File: src/rtl/adder_4b.sv
// ---------------------------------------------------------------------------
// adder_4b
//   Registered 4-bit adder. The sum comes from a ripple chain of four
//   full-adder cells. The sum and its flags are captured into an output
//   register when in_valid is high.
//
// Ports
//   clk        rising-edge clock
//   rst_n      synchronous, active-low reset
//   in_valid   qualifies A, B, C0 this cycle
//   A, B       4-bit addends (unsigned or two's complement)
//   C0         carry-in
//   S          registered sum (A+B+C0) mod 16
//   C4         registered carry-out of bit 3
//   V          registered signed overflow (carry into bit 3 ^ carry out)
//   Z          registered flag, high when S == 0
//   out_valid  high for one cycle per captured valid input
// ---------------------------------------------------------------------------

// Single-bit full-adder cell used as the ripple stage.
//   a, b  operand bits
//   ci    carry in
//   s     sum bit
//   co    carry out
module full_adder (
  input  logic a,
  input  logic b,
  input  logic ci,
  output logic s,
  output logic co
);
  logic p;

  assign p  = a ^ b;
  assign s  = p ^ ci;
  assign co = (a & b) | (ci & p);
endmodule

module adder_4b (
  input  logic       clk,
  input  logic       rst_n,
  input  logic       in_valid,
  input  logic [3:0] A,
  input  logic [3:0] B,
  input  logic       C0,
  output logic [3:0] S,
  output logic       C4,
  output logic       V,
  output logic       Z,
  output logic       out_valid
);
  // c[i] is the carry into bit i; c[4] is the final carry-out.
  logic [4:0] c;
  logic [3:0] sum;
  logic       v_next;
  logic       z_next;

  assign c[0] = C0;

  // Explicit ripple chain: each cell consumes the previous cell's carry.
  // Lookahead is deliberately not used.
  generate
    for (genvar gi = 0; gi < 4; gi++) begin : g_fa
      full_adder u_fa (
        .a  (A[gi]),
        .b  (B[gi]),
        .ci (c[gi]),
        .s  (sum[gi]),
        .co (c[gi+1])
      );
    end
  endgenerate

  // Signed overflow occurs when the carry into the sign bit differs from
  // the carry out of it.
  assign v_next = c[3] ^ c[4];
  // Z is based only on the 4-bit sum. A wrap to zero with C4=1 still sets Z.
  assign z_next = (sum == 4'h0);

  // Reset takes priority over in_valid. Without a valid input, the result
  // registers hold their values and only out_valid drops.
  always_ff @(posedge clk) begin
    if (!rst_n) begin
      S         <= 4'h0;
      C4        <= 1'b0;
      V         <= 1'b0;
      Z         <= 1'b0;
      out_valid <= 1'b0;
    end else if (in_valid) begin
      S         <= sum;
      C4        <= c[4];
      V         <= v_next;
      Z         <= z_next;
      out_valid <= 1'b1;
    end else begin
      out_valid <= 1'b0;
    end
  end
endmodule

File: config.mk
export PLATFORM = sky130hd
export DESIGN_NAME = adder_4b
export DESIGN_NICKNAME = d
export VERILOG_FILES = /design/src/rtl/adder_4b.sv
export SDC_FILE = /design/constraint.sdc
export NUM_CORES = 1
export LEC_CHECK = 0
export ABC_AREA = 1
export ABC_CLOCK_PERIOD_IN_PS = 3000
export BUFFER_PORTS_ARGS = -buffer_cell sky130_fd_sc_hd__buf_4
export CORE_AREA = 2 2 39 41
export DETAILED_ROUTE_END_ITERATION = 16
export DIE_AREA = 0 0 41 43
export HOLD_SLACK_MARGIN = 0.15
export PLACE_DENSITY = 0.63
export SYNTH_ARGS = -nofsm -noshare
export SYNTH_HDL_FRONTEND = slang
export SYNTH_SLANG_ARGS = --single-unit
export TNS_END_PERCENT = 1
File: constraint.sdc
create_clock -name clk -period 3 [get_ports clk]
set_clock_uncertainty 0.15 [all_clocks]
set_input_delay 0.45 -clock clk [delete_from_list [all_inputs] [get_ports clk]]
set_output_delay 0.45 -clock clk [all_outputs]
set_load 0.05 [all_outputs]
# Word level (Yosys, flattened, before mapping)
# Index checks and enable logic that the tools add are counted.
# W data, S select, Z words.
dict set report op_classes {
  muxes 1
  bitwise_logic 21
  n_reduce_logical 1
}
# cell count
set ops {}
lappend ops {{$xor A1 B1 Y1} 9}
lappend ops {{$and A1 B1 Y1} 8}
lappend ops {{$logic_not A4 Y1} 1}
lappend ops {{$or A1 B1 Y1} 4}
lappend ops {{$mux W1} 1}
dict set report totals {
  ff_bits 8
  input_bits 12
  output_inout_bits 8
  wordCells 28
}

# Longest topological paths before layout
dict set report depth {
  word_depth 10
  ltp_mapped 9
  ltp_nobuf 9
}

# Modules after synthesis
# From an unflattened synthesis, not the netlist that was laid out.
dict set report hier_totals {
  hier_cells 45
  area_unflattened_um2 382.9
}
# module n_inst cells_per_inst area_per_inst_um2
set modules_own_cells {}
lappend modules_own_cells {adder_4b 1 41 302.8}
lappend modules_own_cells {full_adder 4 1 20.0}

# Worst setup path after synthesis
# Ideal clock, no wire load.
dict set report synth_path {
  kind {in2reg}
  startpoint {in A[0]}
  endpoint {reg Z}
  setup_time_ns 0.115
  arrival_time_ns 2.273
  path_slack_ns 0.463
  stages 7
  n_path_buf 0
  cell_sequence {fa_1 > fa_1 > fa_1 > inv_1 > fa_1 > nand3_2 > a21oi_2}
}
dict set report synth_via {
  elab_chain_cells 9
  elab_cells_between_ends 13
  classes_between {bitwise: 12; reduce/logical: 1}
}
# item line_no
set synth_lines {}
lappend synth_lines {{start: declaration} 43} ;# input logic [3:0] A,
lappend synth_lines {{$xor A1 B1 Y1} 34} ;# assign p = a ^ b;
lappend synth_lines {{$and A1 B1 Y1} 36} ;# assign co = (a & b) | (ci & p);
lappend synth_lines {{$or A1 B1 Y1} 36}
lappend synth_lines {{$and A1 B1 Y1} 36}
lappend synth_lines {{$or A1 B1 Y1} 36}
lappend synth_lines {{$and A1 B1 Y1} 36}
lappend synth_lines {{$or A1 B1 Y1} 36}
lappend synth_lines {{$xor A1 B1 Y1} 35} ;# assign s = p ^ ci;
lappend synth_lines {{$logic_not A4 Y1 *} 78} ;# assign z_next = (sum == 4'h0);
lappend synth_lines {{end signal: assignment} 93} ;# Z <= z_next;
lappend synth_lines {{end: declaration} 49} ;# output logic Z,
# Every way passes the cells marked *; elsewhere a longest branch is shown, timed or not.
# A chain may end at the register's enable or synchronous reset.

# Worst setup path after layout
# Ends and elaborated chain as after synthesis.

==> results.md <==
| Parameter | Reported | Unit |
|---|---|---|
| Num rows | 14 | - |
| Max IR drop VDD | 0.231 | mV |
| Crit Path Class | input pin to flip-flop | - |
| Unrepaired setup endpoints after global routing | no | - |
| Area share of the largest cell type after synthesis | 0.401 | - |
| TNS Setup | 0 | ns |
| Run status | finished clean | - |
| Final weighted congestion in routability-driven placement | 0.657 | - |
| Number of ports placed on the die boundary | 20 | - |
| Cells taking the most area after synthesis | sky130_fd_sc_hd__dfxtp_1 (40%), sky130_fd_sc_hd__fa_1 (20%), sky130_fd_sc_hd__nor2_1 (7.5%) | - |
| Buffer count from post-CTS setup fixing | 0 | - |
| Global-route wire length before repair | 1.15 | mm |
| Total nets after synthesis | 60 | - |
| Core area | 1380 | um2 |
| Commonest cells after routing, fill and taps aside | sky130_fd_sc_hd__buf_4 (19), sky130_fd_sc_hd__dfxtp_1 (8), sky130_fd_sc_hd__nor2_1 (8) | - |
| Number of nets in the finished design | 83 | - |
| Power density over cell area | 515 | nW/um2 |
| Worst max-slew margin expressed relative to the limit | 0.892 | - |
| Pin count of the biggest net entering global routing | 12 | - |
| 1st-iter DRT viols | 4 | - |
| Total wire length | 752 | um |
| Per-cell routed wire length | 9.28 | um |
| Crit Path Max Fanout | 3 | - |
| Clock period minus worst slack | 2.45 | ns |
| Sinks on Clock Net | 8 | - |
| Largest buffer count on any clock path | 2 | - |
| Slew at the pin closest to its max-slew limit | 0.161 | ns |
| Synthesized instance count | 44 | - |
| Cells resized by post-CTS repair | 0 | - |
| Area growth syn-to-layout | 43.6 | % |
| Ratio of cells with drive above 1 in the final layout | 0.400 | - |
| Final-report setup violation count | 0 | - |
| Number of routed nets with antenna violations | 0 | - |
| # fillers | 141 | - |
| Leakage power total | 0.287 | nW |
| Data arrival time at the worst-slack endpoint | 2.45 | ns |
| Clock insertion delay at the later pin of the skew report | 0.25 | ns |
| CTS tree | done | - |
| Share of the clock period used by the worst path after layout | 0.818 | - |
| Total number of vias | 350 | - |
| Clock transition at path regs | 0.05 | ns |
| Tot GR Track Use | 0.101 | - |
| Count of maximum capacitance violations | 0 | - |
| Post-Route Hold Slack | 0.284 | ns |
| Most common cell after layout, fill and taps aside | sky130_fd_sc_hd__buf_4 | - |
| First-pass DRT Iterations | 2 | - |
| Number of antenna violations at the first check in global routing | 0 | - |
| Effective utilization at floorplan | 0.288 | - |
| Final WS setup | 0.547 | ns |
| Cell taking the most area after synthesis | sky130_fd_sc_hd__dfxtp_1 | - |
| Drt via density | 4.32 | - |
| Die extent in x | 41 | um |
| Worst hold-check path type | input pin to flip-flop | - |
| Hold-fix buffers at CTS | 0 | - |
| Upper clock frequency limit | 0.408 | GHz |
| Number of diodes | 0 | - |
| Final standard cell utilization of the core | 0.414 | - |
| Via count of the first global-routing pass | 310 | - |
| Count of final max-slew check failures | 0 | - |
| Synth Register Bits | 8 | - |
| Kind of start point of the critical path | input pin | - |
| Port Buf Inserts | 19 | - |
| Die Y-Extent | 43 | um |
| Count of yosys warnings during synthesis | 0 | - |
| Total congestion overflow after global routing | 0 | - |
| Die Area | 1760 | um2 |
| Level count of the clock H-tree | 1 | - |
| DP Worst Slack | 0.261 | ns |
| Netlist area before placement | 399 | um2 |
| Post-detailed-placement half-perimeter wirelength | 604 | um |
| CTS Root Buffer Type | sky130_fd_sc_hd__clkbuf_4 | - |
| Critical path data required time | 3.00 | ns |
| Total non-filler cell area in the finished layout | 573 | um2 |
| Number of hold-slack violations in the final timing report | 0 | - |
| DRC violation count after routing | 0 | - |
| Area of placed instances | 551 | um2 |
| Type of destination of the critical path | flip-flop | - |
| Portion of the post-synthesis area used by sequential elements | 0.401 | - |
| Count of cell types in the netlist | 15 | - |
| Post-synthesis average cell area | 9.07 | um2 |
| Clock buffers created by TritonCTS | 3 | - |
## state kept, by name, indices dropped and copies added (netlist names)
name / flops
S: 4
C4: 1
Z: 1
V: 1
out_valid: 1
## per-stage QoR
step                instances  total power [W]
floorplan                  44         0.000185
global placement           78         0.000216
detailed placement         78         0.000217
CTS                        81         0.000300
global route               81         0.000316
finish                     81         0.000295
## worst paths after layout
kind | end | depth (start not counted) | startpoint | slack (ns)
max | Z$_SDFFE_PN0P_ | 8 | A[0] | 0.55
min | out_valid$_SDFF_PN0_ | 3 | rst_n | 0.28
max reg2reg | C4$_SDFFE_PN0P_ | 2 | C4$_SDFFE_PN0P_ | 2.19
min reg2reg | Z$_SDFFE_PN0P_ | 2 | Z$_SDFFE_PN0P_ | 0.33
## cell families after synthesis
logic type                 after synthesis  share of synthesized area
and+or+nand+nor                         16                      0.194
AOI/OAI and AO/OA                        8                      0.110
buffers and inverters                    8                     0.0940
DFF                                      8                      0.401
adders and majority gates                4                      0.201
## cells in the mapped netlist (all sizes together)
cell and n:
nand3 2, inv 7, or2 1, a21oi 3
buf 1, nand2 4, o21ai 5, nor2 9
fa 4, dfxtp 8
## power breakdown
group / total [W] / leakage, nW / internal (W) / switching, W
Sequential: 0.000119 / 0.0663 / 0.000115 / 0.00000411
Combinational: 0.0000948 / 0.206 / 0.0000366 / 0.0000582
Clock: 0.0000812 / 0.0138 / 0.0000457 / 0.0000355
Total: 0.000295 / 0.287 / 0.000197 / 0.0000978
## metal layers
metal / up-vias / track usage / wire length (um)
li1: 180 / - / -
met1: 153 / 0.0915 / 280
met2: 15 / 0.159 / 375
met3: 2 / 0.0785 / 89
met4: 0 / 0.0400 / 6
met5: - / 0 / 0
## area by class of cell
type	instances	area, um2	share of cell area
multi-input cells	28	201	0.352
repair buffers	19	143	0.249
flip-flops and latches	8	160	0.279
clock buffers	3	22.5	0.0393
well taps	16	20.0	0.0349
inverters	7	26.3	0.0459
## critical path, cell delays in order
cell and delay (ns):
sky130_fd_sc_hd__buf_4 0.11, sky130_fd_sc_hd__fa_1 0.42, sky130_fd_sc_hd__fa_1 0.39, sky130_fd_sc_hd__fa_1 0.41, sky130_fd_sc_hd__inv_1 0.08, sky130_fd_sc_hd__fa_1 0.44
sky130_fd_sc_hd__nand3_2 0.10, sky130_fd_sc_hd__a21oi_2 0.04
(Power assumes the default switching activity.)
